--- config.mk ---
export PLATFORM = sky130hd
export DESIGN_NAME = mem_port_arbiter
export DESIGN_NICKNAME = d
export VERILOG_FILES = /design/src/rtl/mem_port_arbiter_pkg.sv /design/src/rtl/mem_port_arbiter.sv
export SDC_FILE = /design/constraint.sdc
export NUM_CORES = 1
export LEC_CHECK = 0
export CORE_AREA = 2 2 105 107
export CTS_CLUSTER_DIAMETER = 80
export DETAILED_ROUTE_END_ITERATION = 8
export DIE_AREA = 0 0 107 109
export SKIP_CTS_REPAIR_TIMING = 1
export SLEW_MARGIN = 10
export SYNTH_ARGS = -nofsm -noshare
export SYNTH_HDL_FRONTEND = slang
export SYNTH_SLANG_ARGS = --single-unit
--- constraint.sdc ---
create_clock -name clk -period 1.8 [get_ports clk]
set_input_delay 0.36 -clock clk [delete_from_list [all_inputs] [get_ports clk]]
set_output_delay 0.36 -clock clk [all_outputs]
set_load 0.01 [all_outputs]
--- src/rtl/mem_port_arbiter_pkg.sv ---
// Shared core constants: pipeline widths and arbiter state/starvation settings.
package mem_port_arbiter_pkg;

    localparam int unsigned XLEN           = 32;
    localparam int unsigned ILEN           = 32;
    localparam int unsigned STARVE_W       = 3;
    localparam int unsigned DEF_STARVE_MAX = 4;

    typedef enum logic [1:0] {
        ARB_IDLE   = 2'd0,
        ARB_WAIT_I = 2'd1,
        ARB_WAIT_D = 2'd2
    } arb_state_e;

    typedef struct packed {
        logic            we;
        logic [XLEN-1:0] addr;
        logic [XLEN-1:0] wdata;
    } mem_cmd_t;

endpackage

--- src/rtl/mem_port_arbiter.sv ---
// Arbitrates fetch and data ports onto one single-port memory, one transaction in flight,
// data-first with a bounded starvation window for fetch.
module mem_port_arbiter
    import mem_port_arbiter_pkg::*;
#(
    parameter int unsigned STARVE_MAX = DEF_STARVE_MAX
) (
    input  logic            clk,
    input  logic            rst_n,
    input  logic            if_req,
    input  logic [XLEN-1:0] if_addr,
    output logic            if_gnt,
    output logic            if_rvalid,
    output logic [ILEN-1:0] if_rdata,
    input  logic            d_req,
    input  logic            d_we,
    input  logic [XLEN-1:0] d_addr,
    input  logic [XLEN-1:0] d_wdata,
    output logic            d_gnt,
    output logic            d_rvalid,
    output logic [XLEN-1:0] d_rdata,
    output logic            mem_req,
    output logic            mem_we,
    output logic [XLEN-1:0] mem_addr,
    output logic [XLEN-1:0] mem_wdata,
    input  logic            mem_rvalid,
    input  logic [XLEN-1:0] mem_rdata
);

    localparam logic [STARVE_W-1:0] STARVE_LIM = STARVE_W'(STARVE_MAX);
    localparam logic [STARVE_W-1:0] STARVE_SAT = '1;

    arb_state_e          state;
    arb_state_e          state_nxt;
    logic [STARVE_W-1:0] starve_cnt;
    logic [STARVE_W-1:0] starve_nxt;
    logic                idle;
    logic                fetch_wins;
    mem_cmd_t            cmd;

    // Grants, memory mux and response routing; grants are gated by rst_n so reset clears them at once.
    always_comb begin
        state_nxt  = state;
        starve_nxt = starve_cnt;
        cmd        = '0;
        idle       = rst_n && (state == ARB_IDLE);
        fetch_wins = if_req && (!d_req || (starve_cnt == STARVE_LIM));

        if_gnt     = idle && fetch_wins;
        d_gnt      = idle && d_req && !fetch_wins;
        mem_req    = if_gnt || d_gnt;

        if (if_gnt) begin
            cmd.addr = if_addr;
        end else if (d_gnt) begin
            cmd.we    = d_we;
            cmd.addr  = d_addr;
            cmd.wdata = d_wdata;
        end
        mem_we    = cmd.we;
        mem_addr  = cmd.addr;
        mem_wdata = cmd.wdata;

        if_rvalid = rst_n && (state == ARB_WAIT_I) && mem_rvalid;
        d_rvalid  = rst_n && (state == ARB_WAIT_D) && mem_rvalid;
        if_rdata  = if_rvalid ? mem_rdata : '0;
        d_rdata   = d_rvalid  ? mem_rdata : '0;

        unique case (state)
            ARB_IDLE: begin
                if (if_gnt) begin
                    state_nxt = ARB_WAIT_I;
                end else if (d_gnt) begin
                    state_nxt = ARB_WAIT_D;
                end
            end
            ARB_WAIT_I, ARB_WAIT_D: begin
                if (mem_rvalid) begin
                    state_nxt = ARB_IDLE;
                end
            end
            default: state_nxt = ARB_IDLE;
        endcase

        // Count data wins that made a waiting fetch wait longer; a fetch grant resets the window.
        if (if_gnt) begin
            starve_nxt = '0;
        end else if (d_gnt && if_req && (starve_cnt != STARVE_SAT)) begin
            starve_nxt = starve_cnt + STARVE_W'(1);
        end
    end

    always_ff @(posedge clk or negedge rst_n) begin
        if (!rst_n) begin
            state      <= ARB_IDLE;
            starve_cnt <= '0;
        end else begin
            state      <= state_nxt;
            starve_cnt <= starve_nxt;
        end
    end

endmodule

# == Word-level counts from Yosys, hierarchy flattened ==
# Cells that the tools add are included.
# op_classes
addsub,1
n_mux,12
n_eq_ne,6
reduce_logical,19
# op_table
cell,n
2-to-1 mux 32 bit,4
2-to-1 mux 65 bit,1
logical AND 1 bit,11
2-to-1 mux 2 bit,3
2-to-1 mux 3 bit,2
"!= test 3 bit, second input constant",2
one-hot mux 2 bit (2 select lines),1
"adder 3 x 1 -> 3 bit, second input constant",1
"== test 3 bit, second input constant",1
"== test 2 x 1 -> 1 bit, second input constant",1
"== test 2 bit, second input constant",1
logical NOT 1 bit,2
logical NOT 2 bit,1
logical OR 1 bit,2
"!= test 2 bit, second input constant",1
AND reduction 2 bit,1
nonzero test 2 bit,1
OR reduction 2 bit,1
2-to-1 mux 1 bit,1
# word_totals
wordCells,40
out_inout_bits,134
reg_bits,5

# == Longest topological paths before layout ==
# Gate-level depths: netlist (run 1).
# logic_depth
word_depth,9
depth_mapped,7
ltp_nobuf,5

# == Worst setup path before layout (run 1) ==
# OpenSTA, ideal clock, no wires.
# synth_path
kind,reg2out
startpoint,register state[0]
endpoint,output mem_addr[0]
t_arrival_ps,1389
path_slack_ps,51
stages_incl_launch_ff,7
path_cell_list,dfrtp_1 > inv_1 > ha_1 > nand3_2 > a21oi_4 > buf_4 > a22o_1
# synth_via
elab_chain_cells,6
# synth_rtl
item,line,text
"start, declared",mem_port_arbiter.sv:33,arb_state_e state;
"start signal, assigned",mem_port_arbiter.sv:98,state <= state_nxt;
logical NOT 2 bit *,mem_port_arbiter.sv:46,idle = rst_n && (state == ARB_IDLE);
logical AND 1 bit *,mem_port_arbiter.sv:46,
logical AND 1 bit (2 in series),mem_port_arbiter.sv:50,d_gnt = idle && d_req && !fetch_wins;
2-to-1 mux 65 bit,mem_port_arbiter.sv:55,end else if (d_gnt) begin
2-to-1 mux 32 bit *,mem_port_arbiter.sv:53,if (if_gnt) begin
"end, declared",mem_port_arbiter.sv:24,"output logic [XLEN-1:0] mem_addr,"
# Mark *: on every way between the ends. The rest lies on a longest branch, timed or not.

# == Worst setup path after layout (run 1) ==
# layout_path
startpoint,register state[1]
endpoint,output mem_addr[16]
# The elaborated chain is that of the path after synthesis.

==> results.toml, run 1 <==
[outcome]
run_status = "finished, violations left"
failing_checks = "negative setup slack"

[place]
place.detailed.hpwl_mm = 7.44
io_buffer_count = 267
gp_congestion = 0.806

[die]
placementRows = 38
design.die.area_um2 = 11700
initial_core_util = 0.136
fp.dieH_um = 109
core-area_um2 = 10600
dieWidth_um = 107
ioPinCount = 268

[setup_path]
reg2reg_depth = 9
setup.worst_path.class = "reg2out"
ff_to_ff_end = "state[0]"
cp-endpoint = "mem_addr[16]"
crit_required_ns = 1.44
worstReg2RegStart = "starve_cnt[0]"
regToRegSetupSlack_ns = 0.13
maximum_fanout_encountered_on_the_critical_timing_path = 5
worst-endpoint-arrival_ns = 1.82
endpoint_kind = "output pin"
startpoint_of_the_worst_setup_timing_path = "state[1]"
startpoint_type = "register"

[sta]
rsz0062_at_grt = "yes"
relSlewSlack = 0.840
final_hold_viol_count = 0
timing.final.crit_period_ns = 2.18
min_period_over_period = 1.21
fmax_ghz = 0.459
fin_ws_ns = -0.377
timing_worst_slew_pin_value_ns = 0.238
worst_clock_skew_ns = 0.00224
slew_limit_fails = 0
endpoints_failing_setup = 132

[synth]
synthesized_area_per_cell_um2 = 7.37
post_synth_inst_count = 195
synth-edff-count = 0
post_syn_area_um2 = 1440
mappedNetlistNets = 335
post-synth-top-count-cell = "sky130_fd_sc_hd__and2_1"
dominantRegCellSynth = "sky130_fd_sc_hd__dfrtp_1"
postSynthRegisterBits = 5
netlist_top_cells_area = "sky130_fd_sc_hd__and2_1, sky130_fd_sc_hd__a22o_1, sky130_fd_sc_hd__and3_1, sky130_fd_sc_hd__dfrtp_1, sky130_fd_sc_hd__ha_1"
synth.top_cells.by_count = "sky130_fd_sc_hd__and2_1, sky130_fd_sc_hd__and3_1, sky130_fd_sc_hd__a22o_1"
post-synth-top-area-fraction = 0.279
proportion_of_synthesized_chip_area_in_sequential_cells = 0.0870
synth_warnings = 0
synth_cell_types = 27
synth_largest_area_cell = "sky130_fd_sc_hd__and2_1"
async_flop_share = 1.00

[job]
max_cap_violations = 0

[clocking]
cts_root_buffer = "sky130_fd_sc_hd__clkbuf_8"
worstSkewPairLatency_ns = 0.22
number_of_clock_sinks = 5
max-clock-path-buffers = 2
worst_setup_hold_path_clk_slew_ns = 0.04
tritoncts = "built"
cts-buffers-inserted = 3
cts.htree.levels = 1

[global_route]
wire_length_of_the_first_global_routing_pass_mm = 12.1
antenna_violations_before_repair = 0
grt_max_degree = 36
via_count_of_the_first_global_routing_pass = 2362
grt.total_usage = 0.130
grt-ovfl-total = 0

[finish]
num_antenna_cells = 0
post_route_cells_drive_above_1_share = 0.534
core_utilization_of_the_finished_layout = 0.475
finish.net_count = 647
p_r_area_growth_vs_syn_pct = 250

[detailed_routing]
drt.antenna.violating_nets = 0
detailroute.via_count = 2781
route.detailed.vias_per_inst = 4.30
drt_pre_antenna_iters = 4
routed_wirelength_mm = 10.7
drtIter0Drc = 83
drc_errors = 0
wire_per_inst_um = 16.6

[power_and_ir_drop]
power.leakage_uw = 0.00245
vdd_drop_max_mv = 0.371
power_per_cell_area_nw_per_um2 = 671
design_power_total_uw = 3380

[hold_path]
hold_path_class = "in2async"
==> worst min path at each step <==
stage	from	end	slack, ns	cells past startpoint
after floorplan	rst_n	starve_cnt[0]	0.06	0
after global placement	state[1]	state[1]	0.60	3
after detailed placement	state[1]	state[1]	0.62	3
after CTS	state[1]	state[1]	0.63	3
after global routing	rst_n	starve_cnt[2]	0.39	3
final	rst_n	starve_cnt[2]	0.34	3
==> layout by cell type, fill, tap and decap left out, types with 2 or more instances in the layout <==
cell and n:
sky130_fd_sc_hd__a22o_1 32, sky130_fd_sc_hd__ha_4 3, sky130_fd_sc_hd__o31ai_1 3, sky130_fd_sc_hd__buf_12 6
sky130_fd_sc_hd__and3_4 34, sky130_fd_sc_hd__buf_6 78, sky130_fd_sc_hd__and2_1 38, sky130_fd_sc_hd__ha_1 3
sky130_fd_sc_hd__clkbuf_8 3, sky130_fd_sc_hd__nand3_4 2, sky130_fd_sc_hd__a21oi_1 5, sky130_fd_sc_hd__nand2b_1 2
sky130_fd_sc_hd__clkdlybuf4s50_1 130, sky130_fd_sc_hd__nand4_1 3, sky130_fd_sc_hd__buf_2 32, sky130_fd_sc_hd__and2_4 27
sky130_fd_sc_hd__dfrtp_1 5, sky130_fd_sc_hd__inv_2 4, sky130_fd_sc_hd__clkbuf_2 40, sky130_fd_sc_hd__nand2_1 2
sky130_fd_sc_hd__clkbuf_16 11, sky130_fd_sc_hd__buf_4 23, sky130_fd_sc_hd__dlymetal6s2s_1 5, sky130_fd_sc_hd__and3_1 2
sky130_fd_sc_hd__buf_8 2
==> through the flow <==
step           cells  hold slack (ns)  cell area, um^2  setup WS [ns]  setup TNS [ns]
2_1_floorplan    195           0.0644             1440         0.0514               0
3_3_place_gp     607            0.602             4420         -0.720          -84.98
3_5_place_dp     607            0.625             4420         -0.707          -85.68
4_1_cts          611            0.632             4470         -0.773          -89.95
5_1_grt          646            0.395             5040         -0.470          -41.70
6_report         646            0.341             5040         -0.377          -32.13
==> flip-flops by register name, summed over array words and instances (netlist names) <==
name / count
starve_cnt: 3
state: 2
==> kinds of logic after synthesis <==
family	share of synthesized area
AND/OR/NAND/NOR	0.501
buffers and inverters	0.0983
adder cells (fa/ha/maj)	0.0522
AO/OA/AOI/OAI	0.261
flip-flops	0.0870
==> worst max-delay path: stages, from the launching register on <==
cell and delay, ns:
sky130_fd_sc_hd__dfrtp_1 0.38, sky130_fd_sc_hd__inv_2 0.08, sky130_fd_sc_hd__ha_4 0.18, sky130_fd_sc_hd__nand3_4 0.09
sky130_fd_sc_hd__nor2_4 0.23, sky130_fd_sc_hd__buf_4 0.15, sky130_fd_sc_hd__buf_6 0.10, sky130_fd_sc_hd__buf_4 0.12
sky130_fd_sc_hd__a22o_1 0.13, sky130_fd_sc_hd__clkbuf_2 0.12
==> metal layers <==
layer	vias to the layer above	share of wire	track usage
met5	-	0	0
met4	0	0.016	0.0371
met3	14	0.065	0.0287
met2	134	0.56	0.254
met1	1307	0.36	0.139
li1	1326	-	-
==> where the power goes <==
part           leakage (uW)  total (uW)  switching [uW]  internal, uW
clock             0.0000228         211            58.9           152
combinational       0.00236        2960            1190          1760
sequential        0.0000663         212            48.7           163
==> cell type report <==
type                            count  area, um^2
Clock buffer                        4        45.0
Timing Repair Buffer              327        3200
Fill cell                        1018        5570
Tap cell                          140         175
Inverter                            4        15.0
Multi-Input combinational cell    166        1480
Sequential cell                     5         125
(Power assumes the default switching activity.)
==> inputs of run 2 (changes only) <==
Settings changed: PLACE_DENSITY_LB_ADDON set to 0.3.
==> results.toml, run 2 (synthesized netlist as in run 1, its figures left out) <==
[sta]
min_period_over_period = 1.17
relSlewSlack = 0.832
rsz0062_at_grt = "yes"
fin_hold_ws_ns = 0.327
final_hold_viol_count = 0
timing_worst_slew_pin_value_ns = 0.250
endpoints_failing_setup = 134
timing.final.crit_period_ns = 2.11
fin_ws_ns = -0.314
slew_limit_fails = 0
worst_clock_skew_ns = 0.00125
fmax_ghz = 0.473

[clocking]
number_of_clock_sinks = 5
cts.htree.levels = 1
worstSkewPairLatency_ns = 0.22
cts_root_buffer = "sky130_fd_sc_hd__clkbuf_8"
tritoncts = "built"
cts-buffers-inserted = 3
worst_setup_hold_path_clk_slew_ns = 0.04
max-clock-path-buffers = 2

[job]
max_cap_violations = 0

[global_route]
grt_max_degree = 35
wire_length_of_the_first_global_routing_pass_mm = 11.2
via_count_of_the_first_global_routing_pass = 2275
antenna_violations_before_repair = 0
grt-ovfl-total = 0
grt.total_usage = 0.118

[setup_path]
maximum_fanout_encountered_on_the_critical_timing_path = 9
regToRegSetupSlack_ns = 0.06
reg2reg_depth = 8
worstReg2RegStart = "state[1]"
endpoint_kind = "output pin"
crit_cells = 8
startpoint_type = "register"
crit_family = "buffers and inverters"
critPathSlowestCell = "sky130_fd_sc_hd__dfrtp_1"
max_stage_delay_ns = 0.38
path_cells = "inv_2 -> ha_4 -> nand3_4 -> nor2_4 -> buf_6 -> buf_12 -> a22o_1 -> buf_2"
worst-endpoint-arrival_ns = 1.75
setup.worst_path.class = "reg2out"
ff_to_ff_end = "state[0]"
crit_required_ns = 1.44
critical_path.n_buffers_inverters = 4

[place]
postPlaceCellArea_um2 = 4410
io_buffer_count = 267
gp_congestion = 0.779
place.detailed.hpwl_mm = 6.69
cell_count_post_placement = 605
pre_cts_worst_setup_slack_ns = -0.726

[detailed_routing]
route.detailed.vias_per_inst = 4.26
drt.antenna.violating_nets = 0
drt_pre_antenna_iters = 4
drtIter0Drc = 52
detailroute.via_count = 2710
routed_wirelength_mm = 10.1
drc_errors = 0
wire_per_inst_um = 15.9

[finish]
largest_register_ffs = 3
num_antenna_cells = 0
post_route_cells_drive_above_1_share = 0.540
core_utilization_of_the_finished_layout = 0.476
largest_registers = "starve_cnt x3, state x2"
register_bank_with_the_most_flops = "starve_cnt"
finish.net_count = 637
post-route-cell-area_um2 = 5050
layout.cells.most_common_list = "sky130_fd_sc_hd__clkdlybuf4s50_1, sky130_fd_sc_hd__buf_6, sky130_fd_sc_hd__buf_2"
p_r_area_growth_vs_syn_pct = 251
finish.cell_count_without_fillers = 636
layout_commonest_cell = "sky130_fd_sc_hd__clkdlybuf4s50_1"

[die]
design.die.area_um2 = 11700
ioPinCount = 268
initial_core_util = 0.136
dieWidth_um = 107
placementRows = 38
core-area_um2 = 10600
fp.dieH_um = 109

[power_and_ir_drop]
power.leakage_uw = 0.00247
power_per_cell_area_nw_per_um2 = 657
vdd_drop_max_mv = 0.307

[hold_path]
hold_path_class = "in2async"

[outcome]
run_status = "finished, violations left"
failing_checks = "negative setup slack"
-- run 2: cell types whose count changed in the layout (fill, tap and decap cells not counted), moves of 4 or more --
cell | before | now
sky130_fd_sc_hd__and3_1 | 2 | 6
sky130_fd_sc_hd__and2_4 | 27 | 41
sky130_fd_sc_hd__clkbuf_2 | 40 | 6
sky130_fd_sc_hd__buf_6 | 78 | 84
sky130_fd_sc_hd__buf_2 | 32 | 48
sky130_fd_sc_hd__and3_4 | 34 | 30
sky130_fd_sc_hd__and2_1 | 38 | 24
-- run 2: worst min-delay path, stage by stage --
cell and delay [ns]:
sky130_fd_sc_hd__dlymetal6s2s_1 0.21, sky130_fd_sc_hd__buf_4 0.17, sky130_fd_sc_hd__buf_4 0.14
-- run 2: how the worst max path moves through the flow --
stage | from | endpoint | slack, ns
floorplan | state[0] | mem_addr[0] | 0.05
global placement | rst_n | mem_addr[16] | -0.70
detailed placement | d_req | mem_addr[16] | -0.73
CTS | starve_cnt[0] | mem_addr[16] | -0.77
global route | state[1] | mem_addr[4] | -0.41
finish | state[1] | mem_addr[31] | -0.31
-- run 2: final cells by class --
type	instances	area (um^2)
fill	1020	5550
timing repair buffer	317	3210
multi-input combinational	166	1480
tap	140	175
sequential	5	125
clock buffer	4	45.0
inverter	4	15.0
-- run 2: report_power, final --
group,total (uW),switching [uW],internal (uW)
Sequential,209,45.2,163
Combinational,2900,1160,1740
Clock,211,59.0,152
-- run 2: per-stage QoR --
| stage | power, uW | setup TNS [ns] |
|---|---|---|
| after floorplan | 1160 | 0 |
| after global placement | 2500 | -82.52 |
| after detailed placement | 2520 | -85.92 |
| after CTS | 2750 | -88.66 |
| after global routing | 3540 | -34.52 |
| final | 3320 | -24.05 |
-- run 2: layer usage --
| metal | up-vias | part of all wire | global-route usage |
|---|---|---|---|
| li1 | 1301 | - | - |
| met1 | 1260 | 0.37 | 0.136 |
| met2 | 142 | 0.55 | 0.219 |
| met3 | 7 | 0.076 | 0.0305 |
| met4 | 0 | 0.0071 | 0.0250 |
| met5 | - | 0 | 0 |
==> inputs of run 3 (changes only) <==
Settings changed: CORE_AREA 2 2 105 107 to 2 2 103 105, DIE_AREA 0 0 107 109 to 0 0 105 107.
Clock period 1.8 ns to 2.45 ns, I/O delays scaled along.
==> results.toml, run 3 (synthesized netlist as in run 1, its figures left out) <==
[outcome]
run_status = "finished clean"

[detailed_routing]
wire_per_inst_um = 15.9
top_layer_used = "met4"
wl_met3_um = 760
routed_wirelength_mm = 9.60
drc_errors = 0
drtIter0Drc = 117
detailroute.via_count = 2549
route.detailed.vias_per_inst = 4.23
met1Wirelength_mm = 3.80
drt_pre_antenna_iters = 4
drt.antenna.violating_nets = 0
routed-wl-met2_mm = 4.90

[setup_path]
startpoint_of_the_worst_setup_timing_path = "starve_cnt[1]"
endpoint_kind = "output pin"
reg2reg_depth = 7
setup.worst_path.class = "reg2out"
ff_to_ff_end = "state[0]"
maximum_fanout_encountered_on_the_critical_timing_path = 6
regToRegSetupSlack_ns = 0.78
worst-endpoint-arrival_ns = 1.83
worstReg2RegStart = "state[0]"
startpoint_type = "register"
cp-endpoint = "mem_addr[30]"
crit_required_ns = 1.96

[sta]
slew_limit_fails = 0
setup-tns-final_ns = 0
final_hold_viol_count = 0
timing.final.crit_period_ns = 2.32
min_period_over_period = 0.949
fmax_ghz = 0.430
rsz0062_at_grt = "no"
timing_worst_slew_pin_value_ns = 0.284
relSlewSlack = 0.810
fin_hold_ws_ns = 0.386
fin_ws_ns = 0.126
worst_clock_skew_ns = 0.00505
endpoints_failing_setup = 0

[hold_path]
hold_path_class = "in2async"

[clocking]
worst_setup_hold_path_clk_slew_ns = 0.04
cts-buffers-inserted = 3
number_of_clock_sinks = 5
worstSkewPairLatency_ns = 0.23
tritoncts = "built"
cts.htree.levels = 1
max-clock-path-buffers = 2
cts_root_buffer = "sky130_fd_sc_hd__clkbuf_8"

[finish]
finish.net_count = 608
filler_cell_count = 970
layout.cells.most_common_list = "sky130_fd_sc_hd__dlymetal6s2s_1, sky130_fd_sc_hd__clkdlybuf4s50_1, sky130_fd_sc_hd__and2_1"
p_r_area_growth_vs_syn_pct = 242
post_route_cells_drive_above_1_share = 0.0857
core_utilization_of_the_finished_layout = 0.486
num_antenna_cells = 0
layout_commonest_cell = "sky130_fd_sc_hd__dlymetal6s2s_1"
largest_register_ffs = 3
largest_registers = "starve_cnt x3, state x2"
register_bank_with_the_most_flops = "starve_cnt"

[power_and_ir_drop]
design_power_total_uw = 2050
power.leakage_uw = 0.00423
switching_fraction = 0.388
logic_pwr_share = 0.842
vdd_drop_max_mv = 0.286
p_clk_frac = 0.076
power_frac_seq = 0.081
p_int_uw = 1260
total_net_switching_power_uw = 795
power_per_cell_area_nw_per_um2 = 418

[die]
design.die.area_um2 = 11200
fp.dieH_um = 107
dieWidth_um = 105
placementRows = 37
core-area_um2 = 10100
ioPinCount = 268
initial_core_util = 0.142

[global_route]
via_count_of_the_first_global_routing_pass = 2424
grt-ovfl-total = 0
antenna_violations_before_repair = 0
grt.total_usage = 0.132
grt_max_degree = 36
wire_length_of_the_first_global_routing_pass_mm = 12.2

[place]
pre_cts_worst_setup_slack_ns = -0.340
gp_congestion = 0.808
place.detailed.hpwl_mm = 7.41
io_buffer_count = 267

[job]
max_cap_violations = 0
run 3: cell count changes in the layout (fill, tap and decap cells not counted), sizes merged:
cell          delta
buf            -145
dlymetal6s2s   +129
clkbuf          -13
run 3: worst min-delay path by stage:
stage	from	endpoint	slack [ns]	cells past startpoint
finish	rst_n	starve_cnt[0]	0.39	2
global route	rst_n	starve_cnt[0]	0.41	2
CTS	state[1]	state[1]	0.56	2
detailed placement	state[1]	state[1]	0.55	2
global placement	state[1]	state[1]	0.54	2
floorplan	rst_n	starve_cnt[0]	0.19	0
run 3: cell type report:
class                   count  area (um^2)  share of cell area
clock buffers               4         45.0             0.00917
repair buffers            288         3330               0.678
multi-input cells         166         1220               0.249
flip-flops and latches      5          125              0.0255
well taps                 136          170              0.0347
inverters                   4         15.0             0.00306
run 3: per-layer routing:
layer,up-vias,GRT usage
met5,-,0
met4,0,0.0267
met3,12,0.0334
met2,135,0.256
met1,1159,0.145
li1,1243,-
run 3: per-stage QoR:
| step | instance area, um^2 | cells |
|---|---|---|
| after floorplan | 1440 | 195 |
| after CTS | 4370 | 595 |
| after global placement | 4330 | 591 |
| after detailed placement | 4330 | 591 |
| after global routing | 4910 | 603 |
| final | 4910 | 603 |
run 3: power by group through the flow:
stage	clock, uW	sequential (uW)	combinational [uW]
after CTS	157	161	1610
after global placement	0	160	1580
after detailed placement	0	162	1600
after global routing	167	173	1860
final	157	167	1730
after floorplan	0	149	706
run 3: critical path, stage by stage (launching register included):
cell	delay [ns]
sky130_fd_sc_hd__dfrtp_1	0.39
sky130_fd_sc_hd__inv_1	0.10
sky130_fd_sc_hd__ha_4	0.18
sky130_fd_sc_hd__and2_4	0.17
sky130_fd_sc_hd__a21oi_4	0.06
sky130_fd_sc_hd__buf_12	0.13
sky130_fd_sc_hd__clkbuf_16	0.15
sky130_fd_sc_hd__buf_4	0.13
sky130_fd_sc_hd__a22o_1	0.17
sky130_fd_sc_hd__clkbuf_2	0.12
==> edit 1 (settings of run 2) <==
Encoding of `arb_state_e`: now one-hot (3 bits for 3 states).
--- a/src/rtl/mem_port_arbiter_pkg.sv
+++ b/src/rtl/mem_port_arbiter_pkg.sv
@@ -6,10 +6,10 @@
     localparam int unsigned STARVE_W       = 3;
     localparam int unsigned DEF_STARVE_MAX = 4;
 
-    typedef enum logic [1:0] {
-        ARB_IDLE   = 2'd0,
-        ARB_WAIT_I = 2'd1,
-        ARB_WAIT_D = 2'd2
+    typedef enum logic [2:0] {
+        ARB_IDLE   = 3'b001,
+        ARB_WAIT_I = 3'b010,
+        ARB_WAIT_D = 3'b100
     } arb_state_e;
 
     typedef struct packed {
Behaviour: no difference found for any inputs over 10 cycles, from zero or initial values and one cycle with rst_n low; not proved beyond that.
==> edit 1 against run 2 <==
- the flow still finishes with violations (setup timing)
- area after synthesis up 19%
- worst setup slack worse by 0.22 ns
- final cell count grew 12%
- power fell by 33%
- clock skew up 0.0067 ns
- non-clock buffer count increased by 18
- routed wire length up 19%
- cell area is 7.0% higher
- sequential cell count increased by 1
- largest cell class unchanged
==> edit 1: results (changes against run 2) <==
| Metric | Value |
|---|---|
| Status | finished with violations (unchanged) |
| Failing checks | setup timing (unchanged) |
| Ys flop type | dfrtp_1 (unchanged) |
| Largest regs | starve_cnt: 3 flops, state: 3 flops (was starve_cnt: 3 flops, state: 2 flops) |
| Met2 wire length | 6410 um (was 5550 um) |
| Share of cells above drive strength 1 | 52.0% (was 54.0%) |
| Crit Path Max Fanout | 5 (was 9) |
| Final worst slack | -0.529 ns (was -0.314 ns) |
| Largest net degree at the start of global routing | 38 (was 35) |
| Area post-placement | 4760 sq um (was 4410 sq um) |
| Clk root buf | clkbuf_8 (unchanged) |
| H-tree depth | 1 (unchanged) |
| Routability cong. | 0.798 (was 0.779) |
| Worst Path Arrival | 1.97 ns (was 1.75 ns) |
| Starting DRT DRC Count | 121 (was 52) |
| Synth top area cells | and2_1, o211ai_1, a21oi_1 (was and2_1, a22o_1, and3_1) |
| Final wirelength | 12000 um (was 10100 um) |
| 1st-pass router iterations | 4 (unchanged) |
| Leak | 2.49 nW (was 2.47 nW) |
| Wire length per cell | 16.9 um (was 15.9 um) |
| DRC viols | 0 (unchanged) |
| Top routing layer used | met4 (unchanged) |
| Mapped Nets | 398 (was 335) |
| Final TNS setup | -45.72 ns (was -24.05 ns) |
| Tightest Hold Check Type | primary input to asynchronous set/reset pin (unchanged) |
| Yosys warnings | 0 (unchanged) |
| Total number of vias | 3139 (was 2710) |
| Fraction of registers with async set/reset | 100% (unchanged) |
| Pre-CTS setup slack | -0.842 ns (was -0.726 ns) |
| Clock transition at path regs | 0.04 ns (about the same) |
| Clk Latency, worst-skew pair | 0.22 ns (about the same) |
| Vias in the first global route | 2728 (was 2275) |
| All-Layer GR Usage | 15.8% (was 11.8%) |
| Post-synth top cells | and2_1, a21oi_1, nand3_1, o211ai_1, clkbuf_1 (was and2_1, and3_1, a22o_1) |
| Setup Skew | 0.00798 ns (was 0.00125 ns) |
| Max VDD drop | 0.204 mV (was 0.307 mV) |
| Dpl cells | 665 (was 605) |
| PortBufs | 267 (unchanged) |
| Nets | 707 (was 637) |
| Cell variety after synth | 31 (was 27) |
| Metal-1 WL | 4640 um (was 3740 um) |
| CTS Buf Count | 3 (unchanged) |
| Max transition margin | 79.3% (was 83.2%) |
| Antenna violations before repair | 1 (was 0) |
| Met3 Wirelength | 806 um (was 773 um) |
| First-pass GRT wire length | 14700 um (was 11200 um) |
| HPWL Detailed | 8290 um (was 6690 um) |
| Seq/Total Area, Yosys | 8.87% (was 8.70%) |
| Synth Instances | 261 (was 195) |
| Post-route ant nets | 0 (unchanged) |
| Clock buffer depth | 2 (unchanged) |
| Final setup vio count | 135 (was 134) |
==> edit 1: cell count changes after synthesis, moves of 3 or more <==
cell / delta
and3_1: -36
o31ai_1: -3
nand4_1: -3
a21oi_1: +28
o211ai_1: +32
ha_1: -3
clkbuf_1: +8
and2_1: +33
buf_1: +5
nand3_1: +31
buf_6: -5
a22o_1: -30
==> edit 1: layout make-up <==
type / instances / area [sq um]
diodes: 1 / 2.50
clock buffers: 4 / 45.0
fillers: 1010 / 5200
inverters: 5 / 18.8
multi-input cells: 219 / 1660
flip-flops and latches: 6 / 151
well taps: 140 / 175
repair buffers: 335 / 3350
==> edit 1: stage by stage <==
stage | hold slack, ns | power [mW]
2_1_floorplan | 0.0644 | 0.840
3_3_place_gp | 0.607 | 1.71
3_5_place_dp | 0.623 | 1.74
4_1_cts | 0.481 | 1.95
5_1_grt | 0.166 | 2.37
6_report | 0.154 | 2.23
==> edit 1: critical path: stages (launching register included) <==
cell	delay, ns
dfrtp_1	0.36
inv_2	0.06
ha_4	0.15
a21bo_4	0.23
a211oi_4	0.31
buf_6	0.17
buf_6	0.11
clkbuf_16	0.13
and2_4	0.14
buf_6	0.09
==> edit 1: final timing paths <==
path	depth (start not counted)	slack, ns	endpoint	from
worst min register to register	3	0.65	state[0]	state[0]
worst min-delay path	2	0.15	starve_cnt[0]	rst_n
worst max-delay path	9	-0.53	mem_wdata[8]	starve_cnt[0]
worst max register to register	9	-0.03	starve_cnt[0]	starve_cnt[0]
max in group asynchronous	2	1.44	state[0]	rst_n
min in group clk	3	0.65	state[0]	state[0]
==> edit 1: cells by family after synthesis <==
logic type,after synthesis,share of synthesized area [%]
simple gates,141,50.1
flops,6,8.87
fa+ha+maj,3,2.20
buf+inv,36,9.09
mux,1,0.660
compound gates,74,29.1
==> edit 1: layer usage <==
| layer | vias up | track usage [%] |
|---|---|---|
| met2 | 139 | 30.3 |
| met4 | 0 | 2.88 |
| met1 | 1447 | 18.6 |
| met5 | - | 0 |
| li1 | 1543 | - |
| met3 | 10 | 2.45 |
==> edit 1: power breakdown <==
group	leakage [nW]	internal (mW)	switching, mW	total, mW
Clock	0.0228	0.152	0.0568	0.209
Sequential	0.0783	0.183	0.0317	0.215
Combinational	2.39	1.06	0.739	1.80
==> edit 2 (flow settings as in run 2) <==
Made on the original files. Reset style: synchronous (`rst_n`), changed in one clocked block.
--- a/src/rtl/mem_port_arbiter.sv
+++ b/src/rtl/mem_port_arbiter.sv
@@ -90,7 +90,7 @@
         end
     end
 
-    always_ff @(posedge clk or negedge rst_n) begin
+    always_ff @(posedge clk) begin
         if (!rst_n) begin
             state      <= ARB_IDLE;
             starve_cnt <= '0;
Behaviour: same outputs for any inputs over 10 cycles, from zero or initial values and one cycle with rst_n low; that may be too few to reach the edited logic, so the function may still have changed.
==> edit 2 against run 2 <==
- the run still ends with setup timing left
- routed wire length up 10%
- area after synthesis down 5.4%
- sequential cell count unchanged
- worst setup slack worse by 0.12 ns
- cell area unchanged
- count of clock-buffer cells in the layout unchanged
- largest cell class unchanged
Power is not compared: it rests on default switching activity, and its combinational part moved more than twofold at a synthesized area within 25%.
==> edit 2: results (changes against run 2) <==
| Metric | Value |
|---|---|
| Clk root buf | clkbuf_8 (unchanged) |
| Post-synth top cells | and2_1, a22o_1, buf_2 (was and2_1, and3_1, a22o_1) |
| Diodes inserted | 0 (unchanged) |
| Final worst slack | -0.437 ns (was -0.314 ns) |
| Synth top area cells | and2_1, a22o_1, dfxtp_1 (was and2_1, a22o_1, and3_1) |
| Area post-placement | 4350 sq um (was 4410 sq um) |
| Crit Path Max Fanout | 3 (was 9) |
| Ys flop type | dfxtp_1 (was dfrtp_1) |
| Setup Skew | 0.00105 ns (was 0.00125 ns) |
| Cell variety after synth | 24 (was 27) |
| Final setup vio count | 120 (was 134) |
| Seq/Total Area, Yosys | 7.36% (was 8.70%) |
| Starting DRT DRC Count | 72 (was 52) |
| Dpl cells | 605 (unchanged) |
| Antenna violations before repair | 0 (unchanged) |
| Mapped Nets | 332 (was 335) |
| Final hold slack | 0.574 ns (was 0.327 ns) |
| Largest regs | starve_cnt: 3 flops, state: 2 flops (unchanged) |
| Routability cong. | 0.810 (was 0.779) |
| Total number of vias | 2770 (was 2710) |
| Worst R2R Setup Slack | 0.37 ns (was 0.06 ns) |
| Clock buffer depth | 2 (unchanged) |
| Share of cells above drive strength 1 | 54.9% (was 54.0%) |
| First-pass GRT wire length | 12000 um (was 11200 um) |
| Hold Crit Start | mem_rvalid |
| Worst Path Arrival | 1.88 ns (was 1.75 ns) |
| Final non-filler cell total | 654 (was 636) |
| Wire length per cell | 17.0 um (was 15.9 um) |
| 1st-pass router iterations | 4 (unchanged) |
| Yosys warnings | 0 (unchanged) |
| PortBufs | 267 (unchanged) |
| H-tree depth | 1 (unchanged) |
| Failing checks | setup timing (unchanged) |
| Clk Latency, worst-skew pair | 0.22 ns (about the same) |
| Clock transition at path regs | 0.04 ns (about the same) |
| Synth Instances | 192 (was 195) |
| Largest net degree at the start of global routing | 67 (was 35) |
| HPWL Detailed | 7210 um (was 6690 um) |
| All-Layer GR Usage | 12.8% (was 11.8%) |
| Leak | between 2 and 2.5 nW |
| Yosys top cell by area | and2_1 (unchanged) |
| Pwr dens | ~270 nW/um^2 |
| Reg-to-reg critical path startpoint | starve_cnt[0] (was state[1]) |
| Worst-Margin Slew | 0.253 ns (was 0.250 ns) |
| Max VDD drop | approximately 0.17 mV |
| Nets | 655 (was 637) |
| Vias in the first global route | 2419 (was 2275) |
| Fraction of registers with async set/reset | 0% (was 100%) |
| Status | finished with violations (unchanged) |
| Tightest Hold Check Type | primary input to register (was primary input to asynchronous set/reset pin) |
| Critical path launch point | starve_cnt[0] (was state[1]) |
| CTS Buf Count | 3 (unchanged) |
[edit 2: cell type report]
class                           count  area, sq um
Fill cell                         998         5550
Timing Repair Buffer              334         3300
Multi-Input combinational cell    166         1410
Tap cell                          140          175
Sequential cell                     5          105
Clock buffer                        4         45.0
Inverter                            5         18.8
[edit 2: kinds of logic after synthesis]
kind of cell / share of synthesized area [%]
flops: 7.36
fa+ha+maj: 5.52
buf+inv: 7.27
compound gates: 27.8
simple gates: 52.1
[edit 2: final timing paths]
path	endpoint	depth (start not counted)
hold reg to reg	starve_cnt[0]	3
setup / recovery	mem_addr[3]	10
setup reg to reg	starve_cnt[1]	6
hold / removal	state[1]	3
[edit 2: per-layer routing]
layer  part of all wire [%]  routed length, um  vias to the layer above  GRT usage (%)
met1                     34               3740                     1291           12.9
met4                   0.34                 38                        0          0.835
met2                     55               6140                      170           25.0
li1                       -                  -                     1305              -
met3                     11               1220                        4           5.80
met5                      0                  0                        -              0
[edit 2: report_power, final]
group	switching, mW	internal (mW)	total, mW
Combinational	0.363	0.679	1.04
Sequential	0.00358	0.118	0.121
Clock	0.0516	0.152	0.203
[edit 2: worst max-delay path: stages (launching register included)]
cell and delay, ns:
dfxtp_2 0.32, inv_2 0.05, ha_4 0.15, and2_4 0.14, a21oi_4 0.24, buf_12 0.15, clkbuf_16 0.12, buf_6 0.09
buf_6 0.08, a22o_1 0.16, buf_2 0.14
[edit 2: metrics by stage]
step | utilization (%) | TNS, ns | setup WS, ns
final | 47.6 | -24.59 | -0.437
after global routing | 47.6 | -32.14 | -0.498
after CTS | 41.5 | -94.03 | -0.806
after detailed placement | 41.0 | -92.15 | -0.793
after global placement | 41.0 | -89.71 | -0.766
after floorplan | - | 0 | 0.00363
